**src/rtl/round_share_ctrl.sv**
```systemverilog
// Round-robin controller that time-shares one combinational rounding unit
// among NUM_REQ column requesters and returns results over a valid/ready channel.
module round_share_ctrl #(
  parameter int MANT_WIDTH = 4,
  parameter int EXP_WIDTH  = 3,
  parameter int NUM_REQ    = 4,
  parameter int ID_W       = $clog2(NUM_REQ)
) (
  input  logic                                clk,
  input  logic                                rst_n,
  input  logic [NUM_REQ-1:0]                  req_valid,
  output logic [NUM_REQ-1:0]                  req_ready,
  input  logic [NUM_REQ*EXP_WIDTH-1:0]        req_exp,
  input  logic [NUM_REQ*MANT_WIDTH-1:0]       req_mant,
  input  logic [NUM_REQ-1:0]                  req_sign,
  input  logic [NUM_REQ-1:0]                  req_eof,
  output logic [EXP_WIDTH-1:0]                rnd_exp,
  output logic [MANT_WIDTH-1:0]               rnd_mant,
  output logic                                rnd_sign,
  output logic                                rnd_eof,
  input  logic [MANT_WIDTH+EXP_WIDTH:0]       rnd_result,
  input  logic                                rnd_flag,
  output logic                                rsp_valid,
  input  logic                                rsp_ready,
  output logic [ID_W-1:0]                     rsp_id,
  output logic [MANT_WIDTH+EXP_WIDTH:0]       rsp_result,
  output logic                                rsp_flag,
  output logic                                busy
);

  typedef enum logic [1:0] {
    IDLE  = 2'd0,
    ISSUE = 2'd1,
    RESP  = 2'd2
  } state_t;

  localparam logic [ID_W:0]   NUM_REQ_EXT = (ID_W+1)'(NUM_REQ);
  localparam logic [ID_W-1:0] LAST_ID     = ID_W'(NUM_REQ - 1);

  state_t          state;
  state_t          state_next;
  logic [ID_W-1:0] rr_ptr;
  logic [ID_W-1:0] grant_id;
  logic [ID_W-1:0] ptr_next;
  logic            grant_found;
  logic [ID_W:0]   cand;

  // Round-robin search starting at rr_ptr. Gated by rst_n so the grant
  // vector drops together with the asynchronous reset of the state.
  // NOTE: every signal written here gets a default first so no latch is inferred.
  always_comb begin
    req_ready   = '0;
    grant_id    = '0;
    grant_found = 1'b0;
    cand        = '0;
    if (state == IDLE && rst_n) begin
      for (int k = 0; k < NUM_REQ; k++) begin
        cand = {1'b0, rr_ptr} + (ID_W+1)'(k);
        if (cand >= NUM_REQ_EXT) cand = cand - NUM_REQ_EXT;
        if (!grant_found && req_valid[cand[ID_W-1:0]]) begin
          grant_found = 1'b1;
          grant_id    = cand[ID_W-1:0];
        end
      end
      if (grant_found) req_ready[grant_id] = 1'b1;
    end
  end

  assign ptr_next = (grant_id == LAST_ID) ? '0 : grant_id + 1'b1;

  // NOTE: sequential state uses non-blocking assignments so all registers
  // update from the same pre-edge values.
  always_ff @(posedge clk or negedge rst_n) begin
    if (!rst_n) state <= IDLE;
    else        state <= state_next;
  end

  always_comb begin
    state_next = state;
    rsp_valid  = 1'b0;
    busy       = (state != IDLE);
    case (state)
      IDLE:    if (grant_found) state_next = ISSUE;
      ISSUE:   state_next = RESP;
      RESP: begin
        rsp_valid = 1'b1;
        if (rsp_ready) state_next = IDLE;
      end
      default: state_next = IDLE;
    endcase
  end

  // Operand registers double as the rnd_* outputs: loaded on grant,
  // held through ISSUE and RESP, cleared when the response is accepted.
  always_ff @(posedge clk or negedge rst_n) begin
    if (!rst_n) begin
      rr_ptr     <= '0;
      rnd_exp    <= '0;
      rnd_mant   <= '0;
      rnd_sign   <= 1'b0;
      rnd_eof    <= 1'b0;
      rsp_id     <= '0;
      rsp_result <= '0;
      rsp_flag   <= 1'b0;
    end else begin
      case (state)
        IDLE: begin
          if (grant_found) begin
            rnd_exp  <= req_exp[grant_id*EXP_WIDTH +: EXP_WIDTH];
            rnd_mant <= req_mant[grant_id*MANT_WIDTH +: MANT_WIDTH];
            rnd_sign <= req_sign[grant_id];
            rnd_eof  <= req_eof[grant_id];
            rsp_id   <= grant_id;
            rr_ptr   <= ptr_next;
          end
        end
        ISSUE: begin
          rsp_result <= rnd_result;
          rsp_flag   <= rnd_flag;
        end
        RESP: begin
          if (rsp_ready) begin
            rnd_exp  <= '0;
            rnd_mant <= '0;
            rnd_sign <= 1'b0;
            rnd_eof  <= 1'b0;
          end
        end
        default: ;
      endcase
    end
  end

endmodule

```
**config.mk**
```make
export PLATFORM = sky130hd
export DESIGN_NAME = round_share_ctrl
export DESIGN_NICKNAME = d
export VERILOG_FILES = /design/src/rtl/round_share_ctrl.sv
export SDC_FILE = /design/constraint.sdc
export NUM_CORES = 1
export LEC_CHECK = 0
export BUFFER_PORTS_ARGS = -buffer_cell sky130_fd_sc_hd__buf_2
export CAP_MARGIN = 40
export CORE_MARGIN = 4
export CORE_UTILIZATION = 30
export DETAILED_ROUTE_END_ITERATION = 6
export PLACE_DENSITY_LB_ADDON = 0.08
export SLEW_MARGIN = 15
export SYNTH_ARGS = -nofsm -noshare
export SYNTH_HDL_FRONTEND = slang
export SYNTH_SLANG_ARGS = --single-unit
```
**constraint.sdc**
```tcl
create_clock -name clk -period 1.7 [get_ports clk]
set_input_delay 0.085 -clock clk [delete_from_list [all_inputs] [get_ports clk]]
set_output_delay 0.085 -clock clk [all_outputs]
set_load 0.01 [all_outputs]
```
==> impl_results.md, run 1 <==
- Vias in the first global route: roughly 1.5k
- Reg2Reg Depth: 5
- Normalized max-slew margin: 0.677
- Initial antenna violation count: 0
- Largest area contributor in the netlist: dfrtp_1
- Worst Path Arrival: 1.69 ns
- Post-DP HPWL: around 3300 microns
- Synth-to-layout area growth: 56.8%
- RSZ-0062 raised after global routing: yes
- CTS Buffer Depth: 2
- Final Wtd Congestion: ~0.76
- CP max FO: 6
- Seq pwr share: 0.279
- Clock transition at path regs: about 0.090 ns
- GR Overflow Total: 0
- CTS tree: built
- Most common cell in the netlist: dfrtp_1
- Tcrit/Tclk final: 1.04
- Cells on Worst Hold Path: 2
- Final Skew: approximately 0.0075 ns
- Initial Util: 0.317
- Startpoint Class: flip-flop
- H-tree Lvls: 1
- Combinational group share of total power: 0.579
- DR pass1 iterations: 4
- Die area: between 5000 and 6000 sq um
- Routed wire length: between 4000 and 5000 microns
- Share of layout cells above drive strength 1: 0.619
- Leakage: around 1.1 nW
- Seq cells post-synth: 24
- Commonest register cell after synthesis: dfrtp_1
- Max IR drop VDD: 680 uV
- Die H: ~77 microns
- Synth top area cells: dfrtp_1 43%, mux2_2 7.2%, mux2_4 6.4%
- Clock sink count: 24
- WL/cell: about 15 microns
- Setup_tns: -0.443 ns
- Status: finished with violations
- Hold path start: rsp_ready
- DRC violation total after the first TritonRoute iteration: 68
- Row cnt: 24
- Final WS setup: -0.0740 ns
- Via/cell ratio: 5.02
- Worst Setup Slack post-DPL: -0.0480 ns
- Netlist cell types: 42
- Crit. End Element: primary output
- Final period demand of the worst path: roughly 1.8 ns
- R2R Path Start: rr_ptr[1]
- Synthesized net count: ~180
- Synth top area share: 0.426
- Reg-to-reg endpoint: rnd_mant[0]
- Total GRT Usage: 0.146
- Clock insertion delay at the later pin of the skew report: roughly 0.27 ns
- Failing checks: setup timing
- Cells after Synth: ~130
- Power Density: between 1500 and 2000 nW/um^2
- Sw Ratio: 0.376
- DR vias: 1421
- Endpoints failing setup: 11
- Port bufs: 77
- Sequential area share after synthesis: 0.426
- Sw power: 1.36 mW
- EDFF count, synth: 0
- # fillers: between 400 and 500
- Worst-Margin Slew: slightly below 0.5 ns
- Die X: about 77 microns
- Max Freq: ~560 MHz
- Synthesized area per cell: around 11 sq um
- Max-slew violation count: 0
- Root buf cell: clkbuf_8
- End-of-flow core utilization: 0.497
- Dpl cell area: approximately 1900 sq um
- Kind of critical path: reg -> out
- Drc violations: 0
- Hold WC Path Type: in -> reg
- # diodes: 0
- Nets: 284
- Number of max-cap violations: 0
- Antenna-violating nets left: 0
- Clk pwr share: 0.142
- Endpoint, Worst Hold: state[1]
- Post-synth top cells: 24 x dfrtp_1, 10 x o21ai_0, 9 x mux2_2, 8 x nor2_1, 7 x o21ai_1
- CP Data Required Time: about 1.6 ns
- Int Pwr: around 2.3 mW
- Core region area: about 4400 sq um
- IO Count: 78
- Endpoints failing hold: 0
- Ys async rst share: 1.00
- Worst reg-to-reg setup slack: -0.05 ns
- Cell Area, Synth: ~1400 sq um
- Fin area: 2210 sq um
- Pin count of the biggest net entering global routing: 25
- First-pass GRT wire length: 7050 microns
- Yosys warns: 0
- CTS Buf Count: 3
[power by group through the flow]
stage	sequential, mW	clock (mW)	combinational [mW]
2_1_floorplan	1.09	0	0.998
3_3_place_gp	1.01	0	1.68
3_5_place_dp	1.02	0	1.73
4_1_cts	1.02	0.527	1.92
5_1_grt	1.05	0.542	2.26
6_report	1.01	0.513	2.09
[what timing repair did]
item	CTS	global route
pin swaps	8	9
setup buffers	6	7
hold buffers	1	0
endpoints found under the setup margin	12	14
gates resized for setup	18	6
hold endpoints to repair	24	0
[sequential cells by signal, summed over array words and instances (netlist names)]
name	flops
rnd_eof	1
rnd_mant	4
rnd_exp	3
rsp_id	2
rnd_sign	1
rr_ptr	2
state	2
rsp_result	8
rsp_flag	1
[through the flow]
stage | hold WS [ns] | power (mW) | std cells
2_1_floorplan | -0.211 | 2.08 | 132
3_3_place_gp | 0.0997 | 2.69 | 265
3_5_place_dp | 0.115 | 2.75 | 265
4_1_cts | 0.0294 | 3.48 | 276
5_1_grt | 0.0429 | 3.85 | 283
6_report | 0.0345 | 3.61 | 283
[area by class of cell]
class	count	area (sq um)	share of cell area
clock buffer	3	41.3	0.0187
clock inverter	1	30.0	0.0136
inverter	4	15.0	0.00679
multi-input combinational	98	845	0.382
sequential	24	603	0.273
tap	52	65.1	0.0294
timing repair buffer	101	612	0.277
[routing by layer]
| layer | vias up | wire length [microns] | GRT usage |
|---|---|---|---|
| met3 | 5 | 294 | 0.0378 |
| met4 | 0 | 47 | 0.0507 |
| met5 | - | 0 | 0 |
| met2 | 62 | 2120 | 0.249 |
| li1 | 687 | - | - |
| met1 | 667 | 1900 | 0.179 |
[critical path: stages (launching register included)]
cell	delay, ns
dfrtp_2	0.46
buf_6	0.15
nand2_4	0.07
nand3b_1	0.14
a2bb2oi_2	0.18
buf_4	0.15
nand2_2	0.05
nor2_1	0.09
buf_2	0.14
[worst max-delay path by stage]
stage | startpoint | end | cells past startpoint
2_1_floorplan | rr_ptr[1] | rnd_eof | 6
3_3_place_gp | rr_ptr[1] | rnd_mant[0] | 5
3_5_place_dp | rr_ptr[1] | rnd_exp[0] | 5
4_1_cts | rr_ptr[1] | req_ready[2] | 8
5_1_grt | rr_ptr[1] | req_ready[2] | 8
6_report | rr_ptr[1] | req_ready[2] | 8
[cell families after synthesis]
family	after synthesis	synth area share
flops	24	0.426
mux	22	0.188
simple gates	34	0.132
buf+inv	10	0.0355
xor+xnor	1	0.00621
compound gates	41	0.212
[layout by cell type (no fill, tap or decap), types with 3 or more instances in the layout]
| cell type | n |
|---|---|
| dfrtp_1 | 22 |
| buf_6 | 3 |
| a21oi_1 | 3 |
| nand3_1 | 3 |
| a32oi_1 | 5 |
| buf_4 | 17 |
| nand2b_1 | 4 |
| nor2_1 | 6 |
| o21ai_0 | 10 |
| and3_1 | 3 |
| clkbuf_8 | 3 |
| nand2_1 | 3 |
| mux2_4 | 6 |
| buf_2 | 77 |
| mux2_2 | 9 |
| inv_1 | 4 |
| o21ai_1 | 7 |
| mux2i_1 | 6 |
(Power assumes the default switching activity.)
==> run 2: changes to the inputs <==
- ABC_AREA: not set -> 1
- SLEW_MARGIN: 15 -> not set
- clock period: 1.7 -> 1.4 ns (I/O delays scaled with it)
==> impl_results.md, run 2 <==
- Final Wtd Congestion: 0.786 (+4.0%)
- Worst Path Arrival: 2.02 ns (+0.33 ns)
- Synthesized net count: 267 (+45%)
- Final WS setup: -0.688 ns (-0.614 ns)
- Commonest register cell after synthesis: dfrtp_1
- Total power: 7.65 mW (+110%)
- Cell Area, Synth: 1630 sq um (+16%)
- Kind of critical path: reg -> out
- Antenna-violating nets left: 0 (unchanged)
- Row cnt: 26 (+8.3%)
- Die X: 81.7 microns (+6.7%)
- Met2 usage: 0.268 (+0.0195)
- EDFF count, synth: 0 (unchanged)
- Die area: 6680 sq um (+14%)
- Nets: 388 (+37%)
- Max-slew violation count: 0 (unchanged)
- Cells on Worst Hold Path: 2 (unchanged)
- Crit. End Element: primary output
- Leakage: 1.50 nW (+36%)
- Clock transition at path regs: 0.09 ns (about the same)
- Tcrit/Tclk final: 1.49
- Die H: 81.7 microns (+6.7%)
- Endpoints failing hold: 0 (unchanged)
- Sequential area share after synthesis: 0.368 (-0.0575)
- CP Data Required Time: 1.33 ns (-0.29 ns)
- Yosys warns: 0 (unchanged)
- Via/cell ratio: 4.54 (-9.6%)
- GRT met1 Usage: 0.209 (+0.0309)
- Setup_tns: -10.37 ns (-9.93 ns)
- WL/cell: 12.9 microns (-16%)
- Total GRT Usage: 0.159 (+0.0126)
- Failing checks: setup timing
- Most common cell after layout, fill and taps aside: buf_2
- Largest area contributor in the netlist: dfrtp_1
- Startpoint Class: flip-flop
- Top flop regs: rsp_result (8), rnd_mant (4), rnd_exp (3)
- # diodes: 0 (unchanged)
- DRC violation total after the first TritonRoute iteration: 40 (-41%)
- Share of layout cells above drive strength 1: 0.684 (+0.0645)
- First-pass GRT wire length: 8390 microns (+19%)
- Synth-to-layout area growth: 77.9%
- IO Count: 78 (unchanged)
- Global routing's busiest layer: met2
- Most common cell in the netlist: nand2_1
- Max Freq: 479 MHz
- CTS Buf Count: 3 (unchanged)
- Seq cells post-synth: 24 (unchanged)
- Cells after Synth: 215 (+63%)
- GR Overflow Total: 0 (unchanged)
- Dpl cell area: 2310 sq um (+21%)
- Final Skew: 0.00114 ns (-0.00634 ns)
- Ys async rst share: 1.00 (unchanged)
- Clock sink count: 24 (unchanged)
- Drc violations: 0 (unchanged)
- CTS tree: built
- Endpoints failing setup: 18 (+7)
- RSZ-0062 raised after global routing: yes
- DR vias: 1838 (+29%)
- Status: finished with violations
- Synth top area share: 0.368 (-0.0575)
- Synthesized area per cell: 7.58 sq um (-29%)
- Final period demand of the worst path: 2.09 ns
- Max reg flops: 8 (unchanged)
- Post-DP HPWL: 3690 microns (+12%)
- Vias in the first global route: 1861 (+23%)
- DR pass1 iterations: 4 (unchanged)
- Number of max-cap violations: 0 (unchanged)
- Power Density: 2640 nW/um^2 (+61%)
- Post-synth top cells: 64 x nand2_1, 35 x nand3_1, 24 x dfrtp_1, 19 x o21ai_0, 18 x nand2_2
- Worst-Margin Slew: 0.305 ns (-0.179 ns)
- Reg2Reg Depth: 16 (+11)
- Top reg by flops: rsp_result
- Initial antenna violation count: 0 (unchanged)
- End-of-flow core utilization: 0.561 (+0.0632)
- Fin area: 2900 sq um (+31%)
- H-tree Lvls: 1 (unchanged)
- Hold WC Path Type: in -> reg
- CP max FO: 6 (unchanged)
- Most frequent cells in the layout: 76 x buf_2, 44 x nand2_1, 32 x buf_4, 31 x nand2_2, 22 x dfrtp_1
- CTS Buffer Depth: 2 (unchanged)
- Max IR drop VDD: 885 uV (+30%)
- Core region area: 5170 sq um (+16%)
- GR met3 Demand/Resource: 0.0362 (-0.00164)
- Routed wire length: 5230 microns (+20%)
- Root buf cell: clkbuf_8
- Initial Util: 0.315 (-0.00209)
- Clock insertion delay at the later pin of the skew report: 0.27 ns (about the same)
- Pin count of the biggest net entering global routing: 25 (unchanged)
- Normalized max-slew margin: 0.797 (+0.120)
- Port bufs: 77 (unchanged)
- Netlist cell types: 24 (-43%)
- Synth top area cells: dfrtp_1 37%, nand2_1 15%, nand3_1 11%
==> run 2: changes by cell type after synthesis, moves of 6 or more <==
cell,change
a32oi_1,-6
inv_1,+10
mux2_4,-6
mux2i_1,-6
nand2_1,+58
nand2_2,+17
nand3_1,+32
o21ai_0,+9
o21ai_1,-7
==> run 2: final timing paths <==
| kind | end | slack [ns] | start |
|---|---|---|---|
| setup / recovery | req_ready[2] | -0.69 | rr_ptr[0] |
| hold / removal | rsp_result[5] | 0.02 | rnd_result[5] |
| setup reg to reg | rnd_mant[0] | -0.65 | rr_ptr[0] |
| hold reg to reg | rnd_mant[2] | 0.48 | rnd_mant[2] |
| max in group asynchronous | rr_ptr[0] | 0.82 | rst_n |
| min in group asynchronous | rsp_result[0] | 0.33 | rst_n |
==> run 2: final cells by class <==
cell class | count | area (sq um)
clock buffer | 3 | 41.3
clock inverter | 1 | 30.0
fill | 497 | 2270
inverter | 19 | 92.6
multi-input combinational | 164 | 1170
sequential | 24 | 603
tap | 70 | 87.6
timing repair buffer | 123 | 868
timing repair inverter | 1 | 8.76
==> run 2: cells by family after synthesis <==
group           share of synthesized area
flops                               0.368
compound gates                     0.0790
buf+inv                            0.0975
mux                                0.0622
simple gates                        0.393
==> run 2: critical path: stages (launching register included) <==
cell and delay, ns:
dfrtp_2 0.46, buf_12 0.17, inv_12 0.07, nand2_2 0.04
nand2_2 0.08, nand2_1 0.07, nand2_2 0.07, nand2_2 0.06
nand2_2 0.06, nand2_2 0.06, nand2_4 0.10, nor2_8 0.05
buf_6 0.12, nor2_4 0.11, nand2_2 0.07, inv_2 0.06
buf_6 0.09
==> run 2: power breakdown <==
part | total [mW] | leakage, nW | internal (mW) | switching, mW
Sequential | 1.23 | 0.289 | 1.05 | 0.186
Combinational | 5.79 | 1.17 | 2.69 | 3.11
Clock | 0.622 | 0.0357 | 0.383 | 0.240
Total | 7.65 | 1.50 | 4.12 | 3.53
==> run 2: routing by layer <==
layer / up-vias / routed length (microns)
met5: - / 0
met4: 0 / 67
met3: 8 / 350
met2: 58 / 2490
met1: 828 / 2320
li1: 944 / -
==> run 2: timing repair <==
action,4_1_cts,5_1_grt
pin swaps,25,37
hold buffers,1,0
cloned,4,1
gates resized for setup,61,40
endpoints found under the hold margin,24,0
setup endpoints to repair,18,18
buffers inserted,11,4
==> run 2: through the flow <==
stage,setup slack (ns),instances,hold WS [ns]
floorplan,-0.238,215,-0.226
global placement,-0.473,382,0.0981
detailed placement,-0.488,382,0.0908
CTS,-0.728,401,0.0150
global route,-0.816,405,0.0141
finish,-0.688,405,0.0221
